===== src/rtl/demux_stream_nch_if.sv =====
// rtl/demux_stream_nch_if.sv - stream/channel bundle for demux_stream_nch
// slave is the demux view, master is the producer/consumer view.
interface demux_stream_nch_if #(
  parameter int N     = 8,
  parameter int NCH   = 4,
  parameter int SEL_W = 2
);
  logic [N-1:0]     in_data;
  logic             in_valid;
  logic             in_ready;
  logic [SEL_W-1:0] sel;
  logic             mode;
  logic [NCH*N-1:0] out_data;
  logic [NCH-1:0]   out_valid;
  logic [NCH-1:0]   out_ready;
  logic [SEL_W-1:0] rr_ptr;
  logic [7:0]       bad_sel_cnt;

  modport slave (
    input  in_data, in_valid, sel, mode, out_ready,
    output in_ready, out_data, out_valid, rr_ptr, bad_sel_cnt
  );

  modport master (
    output in_data, in_valid, sel, mode, out_ready,
    input  in_ready, out_data, out_valid, rr_ptr, bad_sel_cnt
  );
endinterface


===== src/rtl/demux_stream_nch.sv =====
// rtl/demux_stream_nch.sv - registered 1-to-NCH valid/ready stream demux
// Steered or round-robin routing into per-channel one-entry holding registers.
module demux_stream_nch #(
  parameter int N     = 8,
  parameter int NCH   = 4,
  parameter int SEL_W = 2
) (
  input  logic                  clk,
  input  logic                  rst_n,
  demux_stream_nch_if.slave     bus
);
  localparam int               NSLOT = 1 << SEL_W;
  localparam logic [SEL_W:0]   NCH_X = (SEL_W+1)'(NCH);
  localparam logic [SEL_W-1:0] RR_LAST = SEL_W'(NCH - 1);

  logic [NCH*N-1:0] out_data_q, out_data_d;
  logic [NCH-1:0]   out_valid_q, out_valid_d;
  logic [SEL_W-1:0] rr_ptr_q, rr_ptr_d;
  logic [7:0]       bad_cnt_q, bad_cnt_d;

  logic [SEL_W-1:0] tgt;
  logic             tgt_ok;
  logic [NSLOT-1:0] vld_ext, rdy_ext, free_ext;
  logic             in_ready;
  logic             accept;
  logic             fill;

  // Pad channel state to the full sel range so free_ext[tgt] is always in bounds.
  always_comb begin
    vld_ext = '0;
    rdy_ext = '0;
    vld_ext[NCH-1:0] = out_valid_q;
    rdy_ext[NCH-1:0] = bus.out_ready;
    free_ext = ~vld_ext | rdy_ext;
  end

  assign tgt      = bus.mode ? rr_ptr_q : bus.sel;
  assign tgt_ok   = ({1'b0, tgt} < NCH_X);
  assign in_ready = rst_n & (tgt_ok ? free_ext[tgt] : 1'b1);
  assign accept   = bus.in_valid & in_ready;
  assign fill     = accept & tgt_ok;

  always_comb begin
    out_valid_d = out_valid_q & ~bus.out_ready;
    out_data_d  = out_data_q;
    rr_ptr_d    = rr_ptr_q;
    bad_cnt_d   = bad_cnt_q;
    // A fill overrides a same-cycle drain so the channel never bubbles.
    for (int k = 0; k < NCH; k++) begin
      if (fill && (tgt == SEL_W'(k))) begin
        out_valid_d[k]        = 1'b1;
        out_data_d[k*N +: N]  = bus.in_data;
      end
    end
    if (accept && bus.mode) begin
      rr_ptr_d = (rr_ptr_q == RR_LAST) ? '0 : rr_ptr_q + 1'b1;
    end
    if (accept && !tgt_ok && (bad_cnt_q != 8'hFF)) begin
      bad_cnt_d = bad_cnt_q + 8'd1;
    end
  end

  always_ff @(posedge clk) begin
    if (!rst_n) begin
      out_data_q  <= '0;
      out_valid_q <= '0;
      rr_ptr_q    <= '0;
      bad_cnt_q   <= '0;
    end else begin
      out_data_q  <= out_data_d;
      out_valid_q <= out_valid_d;
      rr_ptr_q    <= rr_ptr_d;
      bad_cnt_q   <= bad_cnt_d;
    end
  end

  assign bus.in_ready    = in_ready;
  assign bus.out_data    = out_data_q;
  assign bus.out_valid   = out_valid_q;
  assign bus.rr_ptr      = rr_ptr_q;
  assign bus.bad_sel_cnt = bad_cnt_q;
endmodule

===== src/flat_wrapper.sv =====
// flat-port wrapper written by rule: the top's interface ports become plain ports
module demux_stream_nch_flat 
#(
  parameter int N     = 8,
  parameter int NCH   = 4,
  parameter int SEL_W = 2
)
  (clk, rst_n, bus_in_data, bus_in_valid, bus_sel, bus_mode, bus_out_ready, bus_in_ready, bus_out_data, bus_out_valid, bus_rr_ptr, bus_bad_sel_cnt);
  demux_stream_nch_if #(.N(N), .NCH(NCH), .SEL_W(SEL_W)) bus_i ();
  input  logic clk;
  input  logic rst_n;
  input wire logic [$bits(bus_i.in_data)-1:0] bus_in_data;
  input wire logic [$bits(bus_i.in_valid)-1:0] bus_in_valid;
  input wire logic [$bits(bus_i.sel)-1:0] bus_sel;
  input wire logic [$bits(bus_i.mode)-1:0] bus_mode;
  input wire logic [$bits(bus_i.out_ready)-1:0] bus_out_ready;
  output wire logic [$bits(bus_i.in_ready)-1:0] bus_in_ready;
  output wire logic [$bits(bus_i.out_data)-1:0] bus_out_data;
  output wire logic [$bits(bus_i.out_valid)-1:0] bus_out_valid;
  output wire logic [$bits(bus_i.rr_ptr)-1:0] bus_rr_ptr;
  output wire logic [$bits(bus_i.bad_sel_cnt)-1:0] bus_bad_sel_cnt;
  assign bus_i.in_data = bus_in_data;
  assign bus_i.in_valid = bus_in_valid;
  assign bus_i.sel = bus_sel;
  assign bus_i.mode = bus_mode;
  assign bus_i.out_ready = bus_out_ready;
  assign bus_in_ready = bus_i.in_ready;
  assign bus_out_data = bus_i.out_data;
  assign bus_out_valid = bus_i.out_valid;
  assign bus_rr_ptr = bus_i.rr_ptr;
  assign bus_bad_sel_cnt = bus_i.bad_sel_cnt;
  demux_stream_nch #(.N(N), .NCH(NCH), .SEL_W(SEL_W)) u_core (.clk(clk), .rst_n(rst_n), .bus(bus_i));
endmodule

===== config.mk =====
export PLATFORM = sky130hd
export DESIGN_NAME = demux_stream_nch_flat
export DESIGN_NICKNAME = d
export VERILOG_FILES = /design/src/rtl/demux_stream_nch_if.sv /design/src/rtl/demux_stream_nch.sv /design/src/flat_wrapper.sv
export SDC_FILE = /design/constraint.sdc
export NUM_CORES = 1
export LEC_CHECK = 0
export ABC_CLOCK_PERIOD_IN_PS = 2570
export BUFFER_PORTS_ARGS = -buffer_cell sky130_fd_sc_hd__buf_2
export CORE_ASPECT_RATIO = 1.5
export CORE_MARGIN = 3
export CORE_UTILIZATION = 45
export CTS_CLUSTER_SIZE = 16
export DETAILED_ROUTE_END_ITERATION = 8
export PLACE_DENSITY_LB_ADDON = 0.3
export SYNTH_ARGS = -nofsm -noshare
export SYNTH_HDL_FRONTEND = slang
export SYNTH_SLANG_ARGS = --single-unit

===== constraint.sdc =====
create_clock -name clk -period 2.57 [get_ports clk]
set_input_delay 0.1285 -clock clk [delete_from_list [all_inputs] [get_ports clk]]
set_output_delay 0.1285 -clock clk [all_outputs]
set_load 0.05 [all_outputs]

# Word-level counts from Yosys, hierarchy flattened
# Index checks and enable logic that the tools add are counted.
# Widths: inputs -> output; s select.
# totals
latch_bits,0
mem_bits_rw,0
in_bits,18
register_bits,38
wordCells,32
n_memories,0
mem_bits_ro,0
# classes
div,0
n_reduce_logical,6
mul,0
n_shift,0
n_bitwise,6
eq_ne,4
n_addsub,1
muxes,8
magnitude_cmp,1
# op_table
cell,n
$not 4->4,2
$eq 2x2->1 const B,3
$logic_and 1x1->1,5
$mux 1,5
$and 4x4->4,1
$mux 2,2
$or 4x4->4,1
$lt 2x3->1 const B,1
$add 2x1->2 const B,1
$and 1x1->1,2
$bmux 1 s2,1
$eq 2x1->1 const B,1
$logic_not 2->1,1

# Longest topological paths before layout
# logic_depth
ltp_word,8
ltp_mapped,6
mapped_depth_nobuf,4

# Worst setup path before layout
# No wires, ideal clock.
# synth_timing
kind,reg-to-output
startpoint,register u_core.rr_ptr_q[0] (netlist: u_core.bus.rr_ptr[0])
endpoint,output bus_in_ready
path_slack_ps,583
arrival_ps,1859
path_buffers,0
stages_incl_launch_ff,5
cell_sequence,dfxtp_1 and3b_1 o21bai_1 and2_1 and4b_1
# synth_via
elab_chain_cells,4
# synth_lines
item,line,rtl
from (decl),demux_stream_nch.sv:18,"logic [SEL_W-1:0] rr_ptr_q, rr_ptr_d;"
from (signal assigned),demux_stream_nch.sv:72,rr_ptr_q <= rr_ptr_d;
$mux 2,demux_stream_nch.sv:37,assign tgt = bus.mode ? rr_ptr_q : bus.sel;
$bmux 1 s2,demux_stream_nch.sv:39,assign in_ready = rst_n & (tgt_ok ? free_ext[tgt] : 1'b1);
$mux 1 (not written as such),demux_stream_nch.sv:39,
$and 1x1->1,demux_stream_nch.sv:39,
to (decl),flat_wrapper.sv:17,output wire logic [$bits(bus_i.in_ready)-1:0] bus_in_ready;
# Every way passes these cells. The select of a mux whose other input is x is not followed.

# Worst setup path after layout
# Ends and elaborated chain as after synthesis.

==> results by group <==
Drt
  – Post-Route WL: 3.45 mm
  – Post-route ant nets: 0
  – WL/cell: 13.2 um
  – WL met1: 1.45 mm
  – Routed wire length on met3: 228 um
  – Starting DRT DRC Count: 29
  – DRC errors left: 0
  – Drt via density: 4.91
  – Metal2 WL: 1.73 mm
  – Max layer used: met4
  – Vias: 1,282
  – Initial DRT Pass Iterations: 4

Finish
  – Ant. Diodes: 0
  – Layout area overhead: 21.5%
  – Commonest non-fill, non-tap cells in the layout: 56 x buf_2, 38 x dfxtp_1, 33 x nor2b_1
  – Commonest non-fill, non-tap cell in the layout: buf_2
  – Final Cell Area: 0.00210 sq mm
  – Nets: 236
  – Fraction of layout cells with a size suffix above 1: 33.5%

GRT
  – Antenna violations before repair: 0
  – Largest net degree at the start of global routing: 23
  – Vias in the first global route: 1,243
  – All-layer global routing usage: 15.7%
  – First-pass GRT wire length: 5.71 mm
  – GRT Residual Overflow: 0

Yosys
  – YS warnings: 0
  – Yosys cell types: 34
  – Dominant synthesized flop cell: dfxtp_1
  – Synth area leader: dfxtp_1
  – Largest cells by area after synthesis: dfxtp_1 44%, mux2i_1 19%, nor2b_1 12%, buf_4 3.9%, buf_6 2.6%
  – Synthesis-stage register bit count: 38
  – Syn Inst Count: 160
  – Register area share after synthesis: 44.0%
  – Number of synthesized flops with an enable pin: 0
  – Cell area after synthesis: 0.00173 sq mm
  – Post-synth ARST share: 0%
  – Syn Area/Cell: 10.8 sq um
  – Top-area cell type share of the netlist area: 44.0%

CTS
  – Post-CTS Setup Inserts: 0
  – CTS Buffer Depth: 2
  – Num CTS Buffers: 5
  – Hold_buf cts: 0
  – CTS tree: yes
  – Num Clock Sinks: 38
  – Clock Latency Late Sink: 0.28 ns
  – Clock-pin slew on the worst setup and hold paths: 0.07 ns
  – Clock root buffer: clkbuf_8
  – Post-CTS sizing: 0
  – H-tree levels: 2

Floorplan
  – Chip Width: 56.6 um
  – Die footprint: 0.00464 sq mm
  – Boundary Pins: 65
  – Starting density of the core: 47.0%
  – Row Count: 27
  – Chip height: 81.9 um
  – Core area: 0.00368 sq mm

Pwr
  – Static Leak: 1.02 nW
  – Combinational share of power: 16.6%
  – Clk pwr share: 36.6%
  – Pwr per Cell Area: 631 mW/mm^2
  – Sw Share: 27.6%
  – P_int: 0.960 mW
  – VDD IR max: 0.000520 V
  – Sequential share of power: 46.8%
  – Psw: 0.366 mW

Setup path
  – CP bufs+invs: 1
  – Worst-path cell chain: and3b_1, o21bai_1, and2_1, and4b_1, buf_2
  – Largest stage delay, worst path: 0.46 ns
  – Critical path's top delay family: simple AND/OR/NAND/NOR gates
  – CP max FO: 9
  – Required time of the critical path: 2.44 ns
  – Type of the worst setup path: reg -> out
  – Crit path DAT: 1.85 ns
  – Kind of end point of the critical path: primary output
  – Reg-to-reg slack, setup: 0.92 ns
  – Slowest cell on crit path: dfxtp_1
  – Crit path launch type: flop

Placed design
  – Port bufs: 56
  – Post-DP HPWL: 2.58 mm
  – DP Area: 0.00199 sq mm
  – GPL Wtd Cong: 0.807

STA
  – RSZ-0062 raised after global routing: false
  – Fin. max-slew vios: 0
  – Clock Skew: 0.00366 ns
  – Maximum clock rate: 506 MHz
  – Setup TNS: 0 ns
  – Setup violators final: 0
  – Period Utilization, post-route: 76.9%
  – Period minus WS final: 1.98 ns
  – Fin. Hold Viols: 0

Flow run
  – Total of max-cap violations: 0

Min path
  – HP Class: in -> reg

Run status
  – Status: finished clean
## state kept, by name (all words and copies together) (netlist names)
register              cells
u_core.bus.out_data      32
u_core.bus.out_valid      4
u_core.bus.rr_ptr         2
## final cells by class
cell class / instances / area [sq um]
fill: 368 / 1580
tap: 43 / 53.8
inverter: 1 / 3.75
sequential: 38 / 761
multi-input combinational: 111 / 863
clock buffer: 5 / 68.8
timing repair buffer: 60 / 310
clock inverter: 3 / 40.0
## cells in the mapped netlist, types with 2 or more instances
cell type  instances
a21boi_0           3
buf_6              4
nor2b_1           33
o211ai_1           2
buf_4              9
o21bai_1           3
nand2_1            2
and3b_1            2
mux2i_1           32
nor3b_1            2
o2111a_1           2
clkbuf_1           4
nand2b_1           4
dfxtp_1           38
## worst register-to-register path: cells and delay by family (launching register included)
kind / cells / cell delay [ns]
AOI/OAI and AO/OA: 1 / 0.52
DFF: 1 / 0.46
and+or+nand+nor: 2 / 0.30
muxes: 1 / 0.26
## power by group through the flow
stage          sequential (mW)  clock [mW]  combinational [mW]
2_1_floorplan            0.699           0               0.113
3_3_place_gp             0.633           0               0.220
5_1_grt                  0.623       0.529               0.236
3_5_place_dp             0.634           0               0.222
4_1_cts                  0.620       0.506               0.222
6_report                 0.620       0.486               0.220
## per-layer routing
layer  track usage [%]  vias up
met4              5.70        0
met1              18.4      591
li1                  -      647
met5                 0        -
met2              27.1       39
met3              4.40        5
## kinds of logic after synthesis
group,share of synthesized area [%]
DFF,44.0
adders and majority gates,0.723
AOI/OAI and AO/OA,8.61
muxes,18.5
other,0.217
buffers and inverters,7.60
and+or+nand+nor,20.3
## worst paths after layout
kind / from / to / depth (start not counted)
setup reg to reg: u_core.bus.rr_ptr[0] / u_core.bus.out_data[15] / 4
setup / recovery: u_core.bus.rr_ptr[0] / bus_in_ready / 5
hold / removal: bus_in_data[7] / u_core.bus.out_data[7] / 3
hold reg to reg: u_core.bus.out_data[31] / u_core.bus.out_data[31] / 2
## per-stage QoR
step	utilization [%]	setup WS, ns	cells	power [mW]	hold slack [ns]
after global placement	54.1	0.934	253	0.854	0.433
after global routing	57.1	0.426	261	1.39	0.153
after floorplan	-	0.583	167	0.812	0.293
after CTS	57.1	0.575	261	1.35	0.142
final	57.1	0.593	261	1.33	0.151
after detailed placement	54.1	0.892	253	0.855	0.443
No activity file was read; power rests on OpenSTA's default activity.
